==> config.mk <==
export PLATFORM = sky130hd
export DESIGN_NAME = usb_uart_word_buffer_flat
export DESIGN_NICKNAME = d
export VERILOG_FILES = /design/src/rtl/usb_uart_word_buffer_if.sv /design/src/rtl/usb_uart_word_buffer.sv /design/src/flat_wrapper.sv
export SDC_FILE = /design/constraint.sdc
export NUM_CORES = 1
export LEC_CHECK = 0
export CORE_ASPECT_RATIO = 1.25
export CORE_MARGIN = 2
export CORE_UTILIZATION = 60
export DETAILED_ROUTE_END_ITERATION = 16
export PLACE_DENSITY = 0.84
export SLEW_MARGIN = 20
export SYNTH_ARGS = -nofsm -noshare
export SYNTH_HDL_FRONTEND = slang
export SYNTH_SLANG_ARGS = --single-unit
export TNS_END_PERCENT = 10
==> constraint.sdc <==
create_clock -name clk_48mhz -period 7.3 [get_ports clk_48mhz]
set_input_delay 1.46 -clock clk_48mhz [delete_from_list [all_inputs] [get_ports clk_48mhz]]
set_output_delay 1.46 -clock clk_48mhz [all_outputs]
set_load 0.05 [all_outputs]
==> src/rtl/usb_uart_word_buffer_if.sv <==
// -----------------------------------------------------------------------------
// usb_uart_word_buffer_if
// Bundles the user-side word handshakes, the byte-wide usb_uart pipelines
// and the FIFO level outputs of usb_uart_word_buffer.
//   slave  : the buffer's view (drives tx_ready, rx_*, uart_in_*,
//            uart_out_ready and the levels)
//   master : the surrounding logic's view (drives tx_data/valid, rx_ready,
//            rx_flush, uart_in_ready, uart_out_data/valid)
// Parameters must match those of the usb_uart_word_buffer instance.
// -----------------------------------------------------------------------------
interface usb_uart_word_buffer_if #(
    parameter int WORD_BYTES = 2,
    parameter int TX_DEPTH   = 16,
    parameter int RX_DEPTH   = 16
);
    localparam int W   = 8 * WORD_BYTES;
    localparam int TXL = $clog2(TX_DEPTH) + 1;
    localparam int RXL = $clog2(RX_DEPTH) + 1;

    // User word interface
    logic [W-1:0]   tx_data;
    logic           tx_valid;
    logic           tx_ready;
    logic [W-1:0]   rx_data;
    logic           rx_valid;
    logic           rx_ready;
    logic           rx_flush;

    // Byte pipelines shared with usb_uart
    logic [7:0]     uart_in_data;
    logic           uart_in_valid;
    logic           uart_in_ready;
    logic [7:0]     uart_out_data;
    logic           uart_out_valid;
    logic           uart_out_ready;

    // Occupancy
    logic [TXL-1:0] tx_level;
    logic [RXL-1:0] rx_level;

    modport slave (
        input  tx_data, tx_valid, rx_ready, rx_flush,
        input  uart_in_ready, uart_out_data, uart_out_valid,
        output tx_ready, rx_data, rx_valid,
        output uart_in_data, uart_in_valid, uart_out_ready,
        output tx_level, rx_level
    );

    modport master (
        output tx_data, tx_valid, rx_ready, rx_flush,
        output uart_in_ready, uart_out_data, uart_out_valid,
        input  tx_ready, rx_data, rx_valid,
        input  uart_in_data, uart_in_valid, uart_out_ready,
        input  tx_level, rx_level
    );
endinterface

==> src/rtl/usb_uart_word_buffer.sv <==
// -----------------------------------------------------------------------------
// usb_uart_word_buffer
// Word buffer / width adapter beside usb_uart in the clk_48mhz domain.
//   TX: user words -> TX FIFO -> serialiser (LSB byte first) -> uart_in_*
//   RX: uart_out_* bytes -> assembler -> RX FIFO -> user words
// Ports:
//   clk_48mhz : sole clock
//   reset     : asynchronous, active-high reset
//   bus       : usb_uart_word_buffer_if.slave (handshakes, flush, levels)
// Optional statistics (macro USB_UART_WORD_BUFFER_STATS_EN):
//   tx_byte_count [15:0] : uart_in handshakes
//   rx_byte_count [15:0] : uart_out handshakes
//   rx_drop_count [7:0]  : uart_out_valid cycles refused (cleared by rx_flush)
// -----------------------------------------------------------------------------
module usb_uart_word_buffer #(
    parameter int WORD_BYTES = 2,
    parameter int TX_DEPTH   = 16,
    parameter int RX_DEPTH   = 16
) (
    input  logic                       clk_48mhz,
    input  logic                       reset,
    usb_uart_word_buffer_if.slave      bus
`ifdef USB_UART_WORD_BUFFER_STATS_EN
    ,
    output logic [15:0]                tx_byte_count,
    output logic [15:0]                rx_byte_count,
    output logic [7:0]                 rx_drop_count
`endif
);
    localparam int W   = 8 * WORD_BYTES;
    localparam int TXA = $clog2(TX_DEPTH);
    localparam int RXA = $clog2(RX_DEPTH);
    localparam int TXL = TXA + 1;
    localparam int RXL = RXA + 1;
    // Byte index width; a single-byte word still gets a 1-bit index
    localparam int BIW = (WORD_BYTES > 1) ? $clog2(WORD_BYTES) : 1;

    localparam logic [BIW-1:0] LAST_IDX    = BIW'(WORD_BYTES - 1);
    localparam logic [TXL-1:0] TX_FULL_LVL = TXL'(TX_DEPTH);
    localparam logic [RXL-1:0] RX_FULL_LVL = RXL'(RX_DEPTH);

    typedef enum logic [0:0] {
        S_IDLE = 1'b0,
        S_SEND = 1'b1
    } ser_state_t;

    // ---------------- TX FIFO state ----------------
    logic [W-1:0]   tx_mem [TX_DEPTH];
    logic [TXA-1:0] tx_wr_q, tx_wr_d;
    logic [TXA-1:0] tx_rd_q, tx_rd_d;
    logic [TXL-1:0] tx_level_q, tx_level_d;
    logic           tx_full_q, tx_full_d;

    // ---------------- Serialiser state ----------------
    ser_state_t     state_q, state_d;
    logic [BIW-1:0] bi_q, bi_d;
    logic [W-1:0]   shift_q, shift_d;
    logic           in_valid_q, in_valid_d;

    // ---------------- RX path state ----------------
    logic [W-1:0]   rx_mem [RX_DEPTH];
    logic [RXA-1:0] rx_wr_q, rx_wr_d;
    logic [RXA-1:0] rx_rd_q, rx_rd_d;
    logic [RXL-1:0] rx_level_q, rx_level_d;
    logic           rx_full_q, rx_full_d;
    logic           rx_empty_q, rx_empty_d;
    logic [BIW-1:0] ai_q, ai_d;
    logic [W-1:0]   asm_q, asm_d;

    // ---------------- Combinational handshakes ----------------
    logic           tx_push_s;
    logic           tx_load_s;
    logic           in_hs_s;
    logic           bi_last_s;
    logic [W-1:0]   tx_head_s;
    logic           out_ready_s;
    logic           out_hs_s;
    logic           ai_last_s;
    logic           rx_push_s;
    logic           rx_pop_s;
    logic [W-1:0]   word_s;
    logic [W-1:0]   rx_data_s;

    assign tx_push_s   = bus.tx_valid & ~tx_full_q;
    assign in_hs_s     = in_valid_q & bus.uart_in_ready;
    assign bi_last_s   = (bi_q == LAST_IDX);
    assign tx_head_s   = tx_mem[tx_rd_q];
    // Load from IDLE, or back-to-back on the last byte of the current word
    assign tx_load_s   = (tx_level_q != {TXL{1'b0}}) &
                         ((state_q == S_IDLE) | (in_hs_s & bi_last_s));

    // Flush refuses bytes in the same cycle so nothing lands in a cleared FIFO
    assign out_ready_s = ~rx_full_q & ~bus.rx_flush;
    assign out_hs_s    = bus.uart_out_valid & out_ready_s;
    assign ai_last_s   = (ai_q == LAST_IDX);
    assign rx_push_s   = out_hs_s & ai_last_s;
    assign rx_pop_s    = bus.rx_ready & ~rx_empty_q & ~bus.rx_flush;
    // Head word shown with no read latency; zero while empty
    assign rx_data_s   = rx_empty_q ? {W{1'b0}} : rx_mem[rx_rd_q];

    // ---------------- Outputs ----------------
    assign bus.tx_ready       = ~tx_full_q;
    assign bus.tx_level       = tx_level_q;
    assign bus.uart_in_valid  = in_valid_q;
    assign bus.uart_in_data   = shift_q[7:0];
    assign bus.uart_out_ready = out_ready_s;
    assign bus.rx_valid       = ~rx_empty_q;
    assign bus.rx_data        = rx_data_s;
    assign bus.rx_level       = rx_level_q;

    // TX FIFO pointer and occupancy next-state
    always_comb begin
        tx_wr_d    = tx_wr_q;
        tx_rd_d    = tx_rd_q;
        tx_level_d = tx_level_q;
        if (tx_push_s) begin
            tx_wr_d = tx_wr_q + 1'b1;
        end else begin
            tx_wr_d = tx_wr_q;
        end
        if (tx_load_s) begin
            tx_rd_d = tx_rd_q + 1'b1;
        end else begin
            tx_rd_d = tx_rd_q;
        end
        case ({tx_push_s, tx_load_s})
            2'b10:   tx_level_d = tx_level_q + 1'b1;
            2'b01:   tx_level_d = tx_level_q - 1'b1;
            default: tx_level_d = tx_level_q;
        endcase
        tx_full_d = (tx_level_d == TX_FULL_LVL);
    end

    // Serialiser next-state: the shift register presents byte bi on bits 7:0
    always_comb begin
        state_d    = state_q;
        bi_d       = bi_q;
        shift_d    = shift_q;
        in_valid_d = in_valid_q;
        case (state_q)
            S_IDLE: begin
                if (tx_load_s) begin
                    state_d    = S_SEND;
                    bi_d       = {BIW{1'b0}};
                    shift_d    = tx_head_s;
                    in_valid_d = 1'b1;
                end else begin
                    state_d    = S_IDLE;
                end
            end
            S_SEND: begin
                if (in_hs_s) begin
                    if (tx_load_s) begin
                        state_d    = S_SEND;
                        bi_d       = {BIW{1'b0}};
                        shift_d    = tx_head_s;
                        in_valid_d = 1'b1;
                    end else if (bi_last_s) begin
                        state_d    = S_IDLE;
                        bi_d       = {BIW{1'b0}};
                        shift_d    = shift_q >> 4'd8;
                        in_valid_d = 1'b0;
                    end else begin
                        bi_d       = bi_q + 1'b1;
                        shift_d    = shift_q >> 4'd8;
                    end
                end else begin
                    // Stall: data and valid hold
                    state_d = S_SEND;
                end
            end
            default: begin
                state_d    = S_IDLE;
                bi_d       = {BIW{1'b0}};
                in_valid_d = 1'b0;
            end
        endcase
    end

    // Assembled word including the byte arriving this cycle
    always_comb begin
        word_s = asm_q;
        word_s[{ai_q, 3'b000} +: 8] = bus.uart_out_data;
    end

    // RX FIFO, assembler index and flush next-state
    always_comb begin
        rx_wr_d    = rx_wr_q;
        rx_rd_d    = rx_rd_q;
        rx_level_d = rx_level_q;
        ai_d       = ai_q;
        asm_d      = asm_q;
        if (bus.rx_flush) begin
            rx_wr_d    = {RXA{1'b0}};
            rx_rd_d    = {RXA{1'b0}};
            rx_level_d = {RXL{1'b0}};
            ai_d       = {BIW{1'b0}};
        end else begin
            if (rx_push_s) begin
                rx_wr_d = rx_wr_q + 1'b1;
            end else begin
                rx_wr_d = rx_wr_q;
            end
            if (rx_pop_s) begin
                rx_rd_d = rx_rd_q + 1'b1;
            end else begin
                rx_rd_d = rx_rd_q;
            end
            case ({rx_push_s, rx_pop_s})
                2'b10:   rx_level_d = rx_level_q + 1'b1;
                2'b01:   rx_level_d = rx_level_q - 1'b1;
                default: rx_level_d = rx_level_q;
            endcase
            if (out_hs_s) begin
                asm_d = word_s;
                if (ai_last_s) begin
                    ai_d = {BIW{1'b0}};
                end else begin
                    ai_d = ai_q + 1'b1;
                end
            end else begin
                asm_d = asm_q;
                ai_d  = ai_q;
            end
        end
        rx_full_d  = (rx_level_d == RX_FULL_LVL);
        rx_empty_d = (rx_level_d == {RXL{1'b0}});
    end

    // TX FIFO storage (data only, no reset needed)
    always_ff @(posedge clk_48mhz) begin
        if (tx_push_s) begin
            tx_mem[tx_wr_q] <= bus.tx_data;
        end
    end

    // RX FIFO storage (data only; rx_data is masked while empty)
    always_ff @(posedge clk_48mhz) begin
        if (rx_push_s) begin
            rx_mem[rx_wr_q] <= word_s;
        end
    end

    // TX FIFO and serialiser registers
    always_ff @(posedge clk_48mhz or posedge reset) begin
        if (reset) begin
            tx_wr_q    <= {TXA{1'b0}};
            tx_rd_q    <= {TXA{1'b0}};
            tx_level_q <= {TXL{1'b0}};
            tx_full_q  <= 1'b0;
            state_q    <= S_IDLE;
            bi_q       <= {BIW{1'b0}};
            shift_q    <= {W{1'b0}};
            in_valid_q <= 1'b0;
        end else begin
            tx_wr_q    <= tx_wr_d;
            tx_rd_q    <= tx_rd_d;
            tx_level_q <= tx_level_d;
            tx_full_q  <= tx_full_d;
            state_q    <= state_d;
            bi_q       <= bi_d;
            shift_q    <= shift_d;
            in_valid_q <= in_valid_d;
        end
    end

    // RX FIFO and assembler registers
    always_ff @(posedge clk_48mhz or posedge reset) begin
        if (reset) begin
            rx_wr_q    <= {RXA{1'b0}};
            rx_rd_q    <= {RXA{1'b0}};
            rx_level_q <= {RXL{1'b0}};
            rx_full_q  <= 1'b0;
            rx_empty_q <= 1'b1;
            ai_q       <= {BIW{1'b0}};
            asm_q      <= {W{1'b0}};
        end else begin
            rx_wr_q    <= rx_wr_d;
            rx_rd_q    <= rx_rd_d;
            rx_level_q <= rx_level_d;
            rx_full_q  <= rx_full_d;
            rx_empty_q <= rx_empty_d;
            ai_q       <= ai_d;
            asm_q      <= asm_d;
        end
    end

`ifdef USB_UART_WORD_BUFFER_STATS_EN
    logic [15:0] tx_cnt_q, tx_cnt_d;
    logic [15:0] rx_cnt_q, rx_cnt_d;
    logic [7:0]  drop_cnt_q, drop_cnt_d;

    assign tx_byte_count = tx_cnt_q;
    assign rx_byte_count = rx_cnt_q;
    assign rx_drop_count = drop_cnt_q;

    // Statistics counters next-state; all wrap naturally
    always_comb begin
        tx_cnt_d   = tx_cnt_q;
        rx_cnt_d   = rx_cnt_q;
        drop_cnt_d = drop_cnt_q;
        if (in_hs_s) begin
            tx_cnt_d = tx_cnt_q + 16'd1;
        end else begin
            tx_cnt_d = tx_cnt_q;
        end
        if (out_hs_s) begin
            rx_cnt_d = rx_cnt_q + 16'd1;
        end else begin
            rx_cnt_d = rx_cnt_q;
        end
        // Flush clears the drop count even though it also refuses the byte
        if (bus.rx_flush) begin
            drop_cnt_d = 8'd0;
        end else if (bus.uart_out_valid & ~out_ready_s) begin
            drop_cnt_d = drop_cnt_q + 8'd1;
        end else begin
            drop_cnt_d = drop_cnt_q;
        end
    end

    // Statistics counter registers
    always_ff @(posedge clk_48mhz or posedge reset) begin
        if (reset) begin
            tx_cnt_q   <= 16'd0;
            rx_cnt_q   <= 16'd0;
            drop_cnt_q <= 8'd0;
        end else begin
            tx_cnt_q   <= tx_cnt_d;
            rx_cnt_q   <= rx_cnt_d;
            drop_cnt_q <= drop_cnt_d;
        end
    end
`endif

endmodule

==> src/flat_wrapper.sv <==
// flat-port wrapper written by rule: the top's interface ports become plain ports
module usb_uart_word_buffer_flat 
#(
    parameter int WORD_BYTES = 2,
    parameter int TX_DEPTH   = 16,
    parameter int RX_DEPTH   = 16
)
  (clk_48mhz, reset, bus_tx_data, bus_tx_valid, bus_rx_ready, bus_rx_flush, bus_uart_in_ready, bus_uart_out_data, bus_uart_out_valid, bus_tx_ready, bus_rx_data, bus_rx_valid, bus_uart_in_data, bus_uart_in_valid, bus_uart_out_ready, bus_tx_level, bus_rx_level);
  usb_uart_word_buffer_if #(.WORD_BYTES(WORD_BYTES), .TX_DEPTH(TX_DEPTH), .RX_DEPTH(RX_DEPTH)) bus_i ();
  input  logic clk_48mhz;
  input  logic reset;
  input wire logic [$bits(bus_i.tx_data)-1:0] bus_tx_data;
  input wire logic [$bits(bus_i.tx_valid)-1:0] bus_tx_valid;
  input wire logic [$bits(bus_i.rx_ready)-1:0] bus_rx_ready;
  input wire logic [$bits(bus_i.rx_flush)-1:0] bus_rx_flush;
  input wire logic [$bits(bus_i.uart_in_ready)-1:0] bus_uart_in_ready;
  input wire logic [$bits(bus_i.uart_out_data)-1:0] bus_uart_out_data;
  input wire logic [$bits(bus_i.uart_out_valid)-1:0] bus_uart_out_valid;
  output wire logic [$bits(bus_i.tx_ready)-1:0] bus_tx_ready;
  output wire logic [$bits(bus_i.rx_data)-1:0] bus_rx_data;
  output wire logic [$bits(bus_i.rx_valid)-1:0] bus_rx_valid;
  output wire logic [$bits(bus_i.uart_in_data)-1:0] bus_uart_in_data;
  output wire logic [$bits(bus_i.uart_in_valid)-1:0] bus_uart_in_valid;
  output wire logic [$bits(bus_i.uart_out_ready)-1:0] bus_uart_out_ready;
  output wire logic [$bits(bus_i.tx_level)-1:0] bus_tx_level;
  output wire logic [$bits(bus_i.rx_level)-1:0] bus_rx_level;
  assign bus_i.tx_data = bus_tx_data;
  assign bus_i.tx_valid = bus_tx_valid;
  assign bus_i.rx_ready = bus_rx_ready;
  assign bus_i.rx_flush = bus_rx_flush;
  assign bus_i.uart_in_ready = bus_uart_in_ready;
  assign bus_i.uart_out_data = bus_uart_out_data;
  assign bus_i.uart_out_valid = bus_uart_out_valid;
  assign bus_tx_ready = bus_i.tx_ready;
  assign bus_rx_data = bus_i.rx_data;
  assign bus_rx_valid = bus_i.rx_valid;
  assign bus_uart_in_data = bus_i.uart_in_data;
  assign bus_uart_in_valid = bus_i.uart_in_valid;
  assign bus_uart_out_ready = bus_i.uart_out_ready;
  assign bus_tx_level = bus_i.tx_level;
  assign bus_rx_level = bus_i.rx_level;
  usb_uart_word_buffer #(.WORD_BYTES(WORD_BYTES), .TX_DEPTH(TX_DEPTH), .RX_DEPTH(RX_DEPTH)) u_core (.clk_48mhz(clk_48mhz), .reset(reset), .bus(bus_i));
endmodule
Word level (Yosys, flattened, before mapping)
Memories as Yosys holds them, arrays and structs flattened.
Index checks and enable logic that the tools add are counted.
{ "word_totals": {"memories": 2, "output_inout_bits": 38, "inputBits": 31, "mem_bits_rw": 512, "ff_bits": 65} }
{ "op_classes": {"reduce_logical": 8, "bitwise_logic": 15, "muxes": 35, "addsub": 11, "shift": 2, "n_eq_ne": 9} }
{ "mem_list": {"columns": ["name", "words", "word_bits", "rd", "rd_clocked_by_memory_dff", "write_ports", "line", "text"], "rows": [
  ["u_core.rx_mem", 16, 16, 1, 0, 1, "usb_uart_word_buffer.sv:61", "logic [W-1:0] rx_mem [RX_DEPTH];"],
  ["u_core.tx_mem", 16, 16, 1, 0, 1, "usb_uart_word_buffer.sv:48", "logic [W-1:0] tx_mem [TX_DEPTH];"]
]} }
{ "ops": {"columns": ["operator", "n"], "rows": [
  ["$mux W16", 4],
  ["$pmux W16 S2", 1],
  ["$pmux W5 S2", 2],
  ["$mux W1", 19],
  ["$add A4 B1 Y4 const B", 4],
  ["$bwmux W16", 1],
  ["$mux W4", 4],
  ["$shift A8 B6 Y16 const A", 1],
  ["$shiftx A8 B6 Y16", 1],
  ["$add A5 B1 Y5 const B", 2],
  ["$eq A5 B5 Y1 const B", 2],
  ["$sub A5 B1 Y5 const B", 2],
  ["$and A1 B1 Y1", 9],
  ["$neg A4 Y6", 1],
  ["$pmux W1 S2", 3],
  ["$reduce_bool A2 Y1", 3],
  ["$logic_not A5 Y1", 1],
  ["$mux W5", 1],
  ["$not A1 Y1", 5],
  ["$reduce_bool A5 Y1", 1],
  ["$eq A2 B1 Y1 const B", 2],
  ["$eq A2 B2 Y1 const B", 2],
  ["$reduce_and A2 Y1", 2],
  ["$ne A3 B3 Y1 const B", 1],
  ["other kinds (5)", 6]
]} }

Depth between registers and ports, before layout
Gate-level depths: netlist (run 1).
{ "depth": {"depth_word": 8, "depth_mapped": 16, "depth_no_buf": 13} }

Worst setup path after synthesis (run 1)
Ideal clock, no wire load.
{ "synth_timing": {"path_type": "input -> output", "startpoint": "input bus_rx_flush", "endpoint": "output bus_uart_out_ready", "n_path_buf": 2, "arrival_time_ns": 2.486, "required_time_ns": 5.840, "setup_slack_ns": 3.354, "cell_stages": 3, "cell_sequence": "clkbuf_1 > clkbuf_1 > nor2_1"} }
{ "synth_via": {"elab_chain_cells": 2} }
{ "synth_lines": {"columns": ["item", "line", "text"], "rows": [
  ["start, declared", "flat_wrapper.sv:15", "input wire logic [$bits(bus_i.rx_flush)-1:0] bus_rx_flush;"],
  ["$not A1 Y1 (no line)", null, null],
  ["$and A1 B1 Y1", "usb_uart_word_buffer.sv:93", "assign out_ready_s = ~rx_full_q & ~bus.rx_flush;"],
  ["end, declared", "flat_wrapper.sv:24", "output wire logic [$bits(bus_i.uart_out_ready)-1:0] bus_uart_out_ready;"]
]} }
No other way between the ends.

Worst setup path in the final report (run 1)
{ "layout_timing": {"startpoint": "register u_core.rx_rd_q[0]", "endpoint": "output bus_rx_data[11]"} }
{ "layout_via": {"elab_chain_cells": 2} }
{ "layout_lines": {"columns": ["item", "line", "text"], "rows": [
  ["start, declared", "usb_uart_word_buffer.sv:63", "logic [RXA-1:0] rx_rd_q, rx_rd_d;"],
  ["start signal, assigned", "usb_uart_word_buffer.sv:271", "rx_rd_q <= {RXA{1'b0}};"],
  ["start signal, assigned", "usb_uart_word_buffer.sv:279", "rx_rd_q <= rx_rd_d;"],
  ["$mem_v2 Z16 W16", null, null],
  ["$mux W16", "usb_uart_word_buffer.sv:99", "assign rx_data_s = rx_empty_q ? {W{1'b0}} : rx_mem[rx_rd_q];"],
  ["end, declared", "flat_wrapper.sv:20", "output wire logic [$bits(bus_i.rx_data)-1:0] bus_rx_data;"]
]} }
No other way between the ends.

==> results of run 1 <==
-- worst min path at each step --
stage                                         startpoint                             end  slack, ps
after detailed placement  u_core.shift_q[15]$_DFFE_PP0P_  u_core.shift_q[15]$_DFFE_PP0P_        490
after CTS                   u_core.asm_q[11]$_DFFE_PP0P_    u_core.asm_q[11]$_DFFE_PP0P_        510
after global routing         u_core.asm_q[2]$_DFFE_PP0P_     u_core.asm_q[2]$_DFFE_PP0P_        520
after global placement       u_core.asm_q[7]$_DFFE_PP0P_     u_core.asm_q[7]$_DFFE_PP0P_        480
final                        u_core.asm_q[2]$_DFFE_PP0P_     u_core.asm_q[2]$_DFFE_PP0P_        510
after floorplan           u_core.shift_q[15]$_DFFE_PP0P_  u_core.shift_q[15]$_DFFE_PP0P_        470
-- critical path: stages (launching register included) --
cell             delay, ps
dfrtp_4               1050
buf_4                  500
mux4_2                 560
mux4_2                 490
and2_1                 180
clkdlybuf4s50_1        700
-- per-layer routing --
layer / vias up / GRT usage / wire [µm]
met5: - / 0 / 0
met4: 0 / 0.0957 / 1780
met3: 132 / 0.0375 / 3160
met2: 490 / 0.445 / 26700
met1: 5888 / 0.329 / 17800
li1: 4613 / - / -
-- layout by cell type, fill, tap and decap left out, types with 9 or more instances in the layout --
cell type / n
edfxtp_1: 512
mux4_2: 153
clkdlybuf4s50_1: 68
dfrtp_1: 59
clkbuf_16: 53
mux2_2: 41
and2_1: 39
nand2_1: 25
nor2_1: 20
buf_4: 17
ha_1: 16
clkbuf_1: 16
xnor2_1: 13
inv_1: 12
xor2_1: 12
clkinv_1: 11
mux2i_1: 10
nor3_1: 10
a22o_1: 9
-- power breakdown --
group | leakage, nW | total (mW) | switching [mW] | internal [mW]
Sequential | 5.42 | 4.20 | 0.212 | 3.99
Clock | 0.787 | 2.58 | 1.15 | 1.43
Combinational | 2.17 | 1.87 | 1.05 | 0.825
Total | 8.37 | 8.66 | 2.41 | 6.25
-- flip-flops by register name, indices dropped and copies added, names as in the netlist, 4 cells and up --
name,count
u_core.shift_q,16
u_core.asm_q,16
u_core.tx_rd_q,4
u_core.tx_mem,256
u_core.rx_mem,256
u_core.rx_wr_q,4
u_core.rx_rd_q,4
u_core.tx_wr_q,4
u_core.bus.tx_level,5
u_core.bus.rx_level,5
-- logic make-up (layout without fill, tap and decap cells) --
family,after synthesis,in the layout,share of synthesized area
DFF,577,577,0.740
muxes,205,205,0.175
and+or+nand+nor,136,136,0.0321
buffers and inverters,79,201,0.0182
AOI/OAI and AO/OA,55,55,0.0169
xor gates and xnor gates,25,25,0.00952
adders and majority gates,16,16,0.00871
-- final cells by class --
class | instances | share of cell area
flip-flops and latches | 577 | 0.661
multi-input cells | 437 | 0.217
clock buffers | 75 | 0.0571
repair buffers | 89 | 0.0337
well taps | 492 | 0.0239
clock inverters | 23 | 0.00544
inverters | 14 | 0.00204
-- per-stage QoR --
stage	power, mW	hold slack [ps]	setup slack, ps
final	8.66	512	1720
after global routing	8.95	524	1490
after CTS	8.68	509	1640
after detailed placement	6.11	489	2290
after global placement	6.02	484	2320
after floorplan	5.61	466	3350
==> out/qor.yml, run 1 <==
die:
  start_util: 0.606
  dieArea_um2: 39900
  fp-row-count: 80
  die_width_um: 179
  die_y_um: 223
  fp.coreArea_um2: 37900
  io_pins: 69
sta:
  final-hold-violation-count: 0
  min_period_ps: 5580
  max_freq_ghz: 0.179
  setup_viol: 0
  fin_crit_sh: 0.764
  finalMaxSlewViolations: 0
  rsz0062_at_grt: "false"
  setup_tns_ps: 0
  clock_skew_ps: 18.9
  max_slew.worst_pin.slew_ps: 1140
  slew_headroom: 0.243
placement:
  port_buffers: 68
  dp_cells: 1605
  gp_congestion: 0.809
  dp_hpwl_mm: 26.7
  dpl_cell_area_um2: 24100
detailed_routing:
  vias: 11100
  drc: 0
  drt_pre_antenna_iters: 5
  viasPerCell: 6.52
  post_drt_wl_per_cell_um: 28.9
  ant_nets: 0
  wl_mm: 49.4
  drt_iter0_drc: 1583
worst_hold_path:
  hold_depth: 1
  hold_path_class: "reg -> reg"
clocking:
  hold_buffers: 0
  cts_tree: "built"
  clock_latency_ps: 580
  cts_root_buf: "clkbuf_16"
  cts.clk_slew.worst_paths_ps: 60
  post_cts_resized: 0
  cts_max_level: 2
  clock_path_buffers: 3
  cts_buffers: 53
  cts_sinks: 577
  postCtsSetupBuffers: 0
job:
  max-cap-violations: 0
yosys:
  synth.ff_latch_count: 577
  synth_edf_count: 512
  synth_area_leaders: "edfxtp_1 67%, mux4_2 15%, dfrtp_1 7.0%, mux2_2 2.0%, and2_1 1.3%"
  ys_types: 51
  yosys_most_used_dff: "edfxtp_1"
  yosysSeqAreaShare: 0.740
  synth_top_area_share: 0.669
  yosys_warnings: 0
  syn_nets: 1140
  syn_inst: 1093
  yosysTopAreaCell: "edfxtp_1"
  synth_most_common_cell: "edfxtp_1"
  synthesis.area_um2: 23000
  synth_common_cells: "512 x edfxtp_1, 153 x mux4_2, 64 x dfrtp_1"
  syn_area_per_cell_um2: 21.0
  synth-async-reset-ratio: 0.113
cells_and_area:
  fin_cells: 1707
  multiInputGateArea_um2: 5580
  final_nets: 1219
  fin_util: 0.679
  area_growth_pct: 12.0
  regArea_um2: 17000
  finalInstanceArea_um2: 25700
  drive_above_1_share: 0.252
  diodes: 0
  num-fill-cells: 2252
grt:
  antenna_found_initial: 0
  grt_pass1_wl_mm: 73.4
  groute.usage.overall: 0.256
  grt_pass1_vias: 11600
  gr-total-overflow: 0
  grt_max_degree: 66
pwr:
  p_per_area_nw_per_um2: 336
  p_leak_nw: 8.37
  ir_drop_uv: 295
worst_setup_path:
  r2r_end: "u_core.tx_full_q$_DFF_PP0_"
  worstSetupPathType: "reg -> out"
  worstRegToRegCells: 12
  endpoint: "bus_rx_data[11]"
  critPathMaxFanout: 48
  required_ps: 5840
  r2r_slack_ps: 3650
  cp-startpoint: "u_core.rx_rd_q[0]$_DFFE_PP0P_"
  cp-end-kind: "primary output"
  critPathLaunchType: "flop"
  critPathArrivalTime_ps: 4120
  regToRegStartpoint: "u_core.bus.tx_level[1]$_DFF_PP0_"
status:
  status: "completed"
No activity file was read; power rests on OpenSTA's default activity.
==> inputs of run 2 (changes only) <==
Settings changed: CORE_UTILIZATION 60 to 55, PLACE_DENSITY 0.84 to 0.81.
Clock period 7.3 ns to 4.9 ns, I/O delays scaled along.
==> out/qor.yml, run 2 (synthesis results as in run 1) <==
detailed_routing:
  viasPerCell: 6.15  # -5.6%
  drt_iter0_drc: 1057  # -33%
  ant_nets: 0  # unchanged
  post_drt_wl_per_cell_um: 27.0  # -6.5%
  wl_mm: 48.6  # -1.6%
  vias: 11100  # -0.66%
  drc: 0  # unchanged
  drt_pre_antenna_iters: 5  # unchanged
sta:
  slew_headroom: 0.364  # +0.121
  max_slew.worst_pin.slew_ps: 954  # -181 ps
  setup_viol: 0  # unchanged
  fin_crit_sh: 0.903
  min_period_ps: 4420
  setup_tns_ps: 0  # unchanged
  finalMaxSlewViolations: 0  # unchanged
  setup_ws_ps: 476  # -1250 ps
  rsz0062_at_grt: "false"
  final-hold-violation-count: 0  # unchanged
  max_freq_ghz: 0.226
  clock_skew_ps: 25.3  # +6.38 ps
placement:
  dp_cells: 1696  # +5.7%
  gp_congestion: 0.816  # +0.84%
  dp_hpwl_mm: 28.5  # +6.6%
  port_buffers: 68  # unchanged
  dpl_cell_area_um2: 24400  # +1.4%
  dp_slack_ps: 641  # -1650 ps
grt:
  groute.usage.overall: 0.229  # -0.0271
  grt-busiest-layer: "met2"
  grt_max_degree: 67  # +1.5%
  antenna_found_initial: 0  # unchanged
  grt_pass1_vias: 11700  # +0.72%
  grt_util_met2: 0.414  # -0.0313
  use_met1: 0.280  # -0.0490
  grt_pass1_wl_mm: 73.1  # -0.43%
  gr-total-overflow: 0  # unchanged
  use_met3: 0.0363  # -0.00114
clocking:
  post_cts_resized: 0  # unchanged
  cts_sinks: 577  # unchanged
  clock_latency_ps: 590  # about the same
  cts_root_buf: "clkbuf_16"
  postCtsSetupBuffers: 0  # unchanged
  cts_max_level: 2  # unchanged
  cts_buffers: 53  # unchanged
  cts_tree: "built"
  clock_path_buffers: 3  # unchanged
  hold_buffers: 0  # unchanged
  cts.clk_slew.worst_paths_ps: 60  # about the same
worst_setup_path:
  critPathMaxStageDelay_ps: 700  # -350 ps
  path_depth: 5  # unchanged
  path_cells: "buf_4 -> mux4_2 -> mux4_2 -> and2_1 -> clkdlybuf4s50_1"
  crit_family: "buffers and inverters"
  worstSetupPathType: "reg -> out"
  cp_common_cell: "mux4_2"
  regToRegStartpoint: "u_core.bus.tx_level[1]$_DFF_PP0_"
  endpoint: "bus_rx_data[11]"
  r2r_slack_ps: 1370  # -2280 ps
  cp-end-kind: "primary output"
  critPathLaunchType: "flop"
  worstRegToRegCells: 12  # unchanged
  critPathBufInv: 2  # unchanged
  r2r_end: "u_core.tx_full_q$_DFF_PP0_"
  critPathArrivalTime_ps: 3440  # -680 ps
  cp_slowest_cell: "clkdlybuf4s50_1"
  critPathMaxFanout: 29  # -40%
  required_ps: 3920  # -1920 ps
  cp-startpoint: "u_core.rx_rd_q[0]$_DFFE_PP0P_"
cells_and_area:
  reg_top3: "u_core.rx_mem x256, u_core.tx_mem x256"
  layout_commonest_cell: "edfxtp_1"
  area_growth_pct: 13.5
  drive_above_1_share: 0.268  # +0.0158
  finalInstanceArea_um2: 26100  # +1.3%
  diodes: 0  # unchanged
  num-fill-cells: 2699  # +20%
  most-common-layout-cells: "512 x edfxtp_1, 153 x mux4_2, 68 x clkdlybuf4s50_1"
  final_nets: 1246  # +2.2%
  fin_cells: 1796  # +5.2%
pwr:
  ir_drop_uv: 434  # +47%
  p_leak_nw: 8.56  # +2.2%
  p_per_area_nw_per_um2: 500  # +49%
die:
  die_width_um: 187  # +4.3%
  die_y_um: 233  # +4.4%
  dieArea_um2: 43500  # +8.9%
  fp.coreArea_um2: 41100  # +8.4%
  fp-row-count: 83  # +3.8%
  io_pins: 69  # unchanged
  start_util: 0.559  # -0.0470
job:
  max-cap-violations: 0  # unchanged
status:
  status: "completed"
worst_hold_path:
  worstHoldStart: "u_core.asm_q[11]$_DFFE_PP0P_"
  hold_path_class: "reg -> reg"
==> run 2: cell count changes in the layout (fill, tap and decap cells not counted), sizes merged <==
cell      before  now
clkinvlp       1    2
bufinv         1    3
buf           21   48
inv           16   18
clkbuf        75   62
clkinv        19   29
==> run 2: cell type report <==
type / instances / area [µm²] / share of cell area
clock buffer: 62 / 1390 / 0.0533
timing repair buffer: 116 / 1070 / 0.0409
clock inverter: 38 / 298 / 0.0114
multi-input combinational: 437 / 5570 / 0.214
sequential: 577 / 17000 / 0.652
inverter: 14 / 52.6 / 0.00201
tap: 552 / 691 / 0.0265
==> run 2: worst min path at each step <==
stage	endpoint	slack, ps	cells past startpoint
global route	u_core.asm_q[11]$_DFFE_PP0P_	520	1
finish	u_core.asm_q[11]$_DFFE_PP0P_	510	1
global placement	u_core.asm_q[5]$_DFFE_PP0P_	480	1
detailed placement	u_core.asm_q[11]$_DFFE_PP0P_	500	1
floorplan	u_core.shift_q[15]$_DFFE_PP0P_	470	1
CTS	u_core.asm_q[11]$_DFFE_PP0P_	510	1
==> run 2: metrics by stage <==
| stage | utilization | power [mW] | hold WS [ps] |
|---|---|---|---|
| final | 0.634 | 13.0 | 510 |
| after global routing | 0.634 | 13.5 | 525 |
| after detailed placement | 0.593 | 9.14 | 496 |
| after global placement | 0.593 | 9.04 | 484 |
| after CTS | 0.634 | 13.1 | 511 |
| after floorplan | - | 8.35 | 466 |
==> run 2: per-layer routing <==
layer  up-vias  routed length (µm)
met5         -                   0
met4         0                1670
met3       111                3450
met2       531               26000
met1      5732               17500
li1       4676                   -
==> run 2: report_power, final <==
group	total [mW]	internal [mW]	leakage, nW	switching (mW)
combinational	2.73	1.25	2.30	1.47
sequential	6.33	5.94	5.42	0.387
clock	3.98	2.21	0.835	1.77
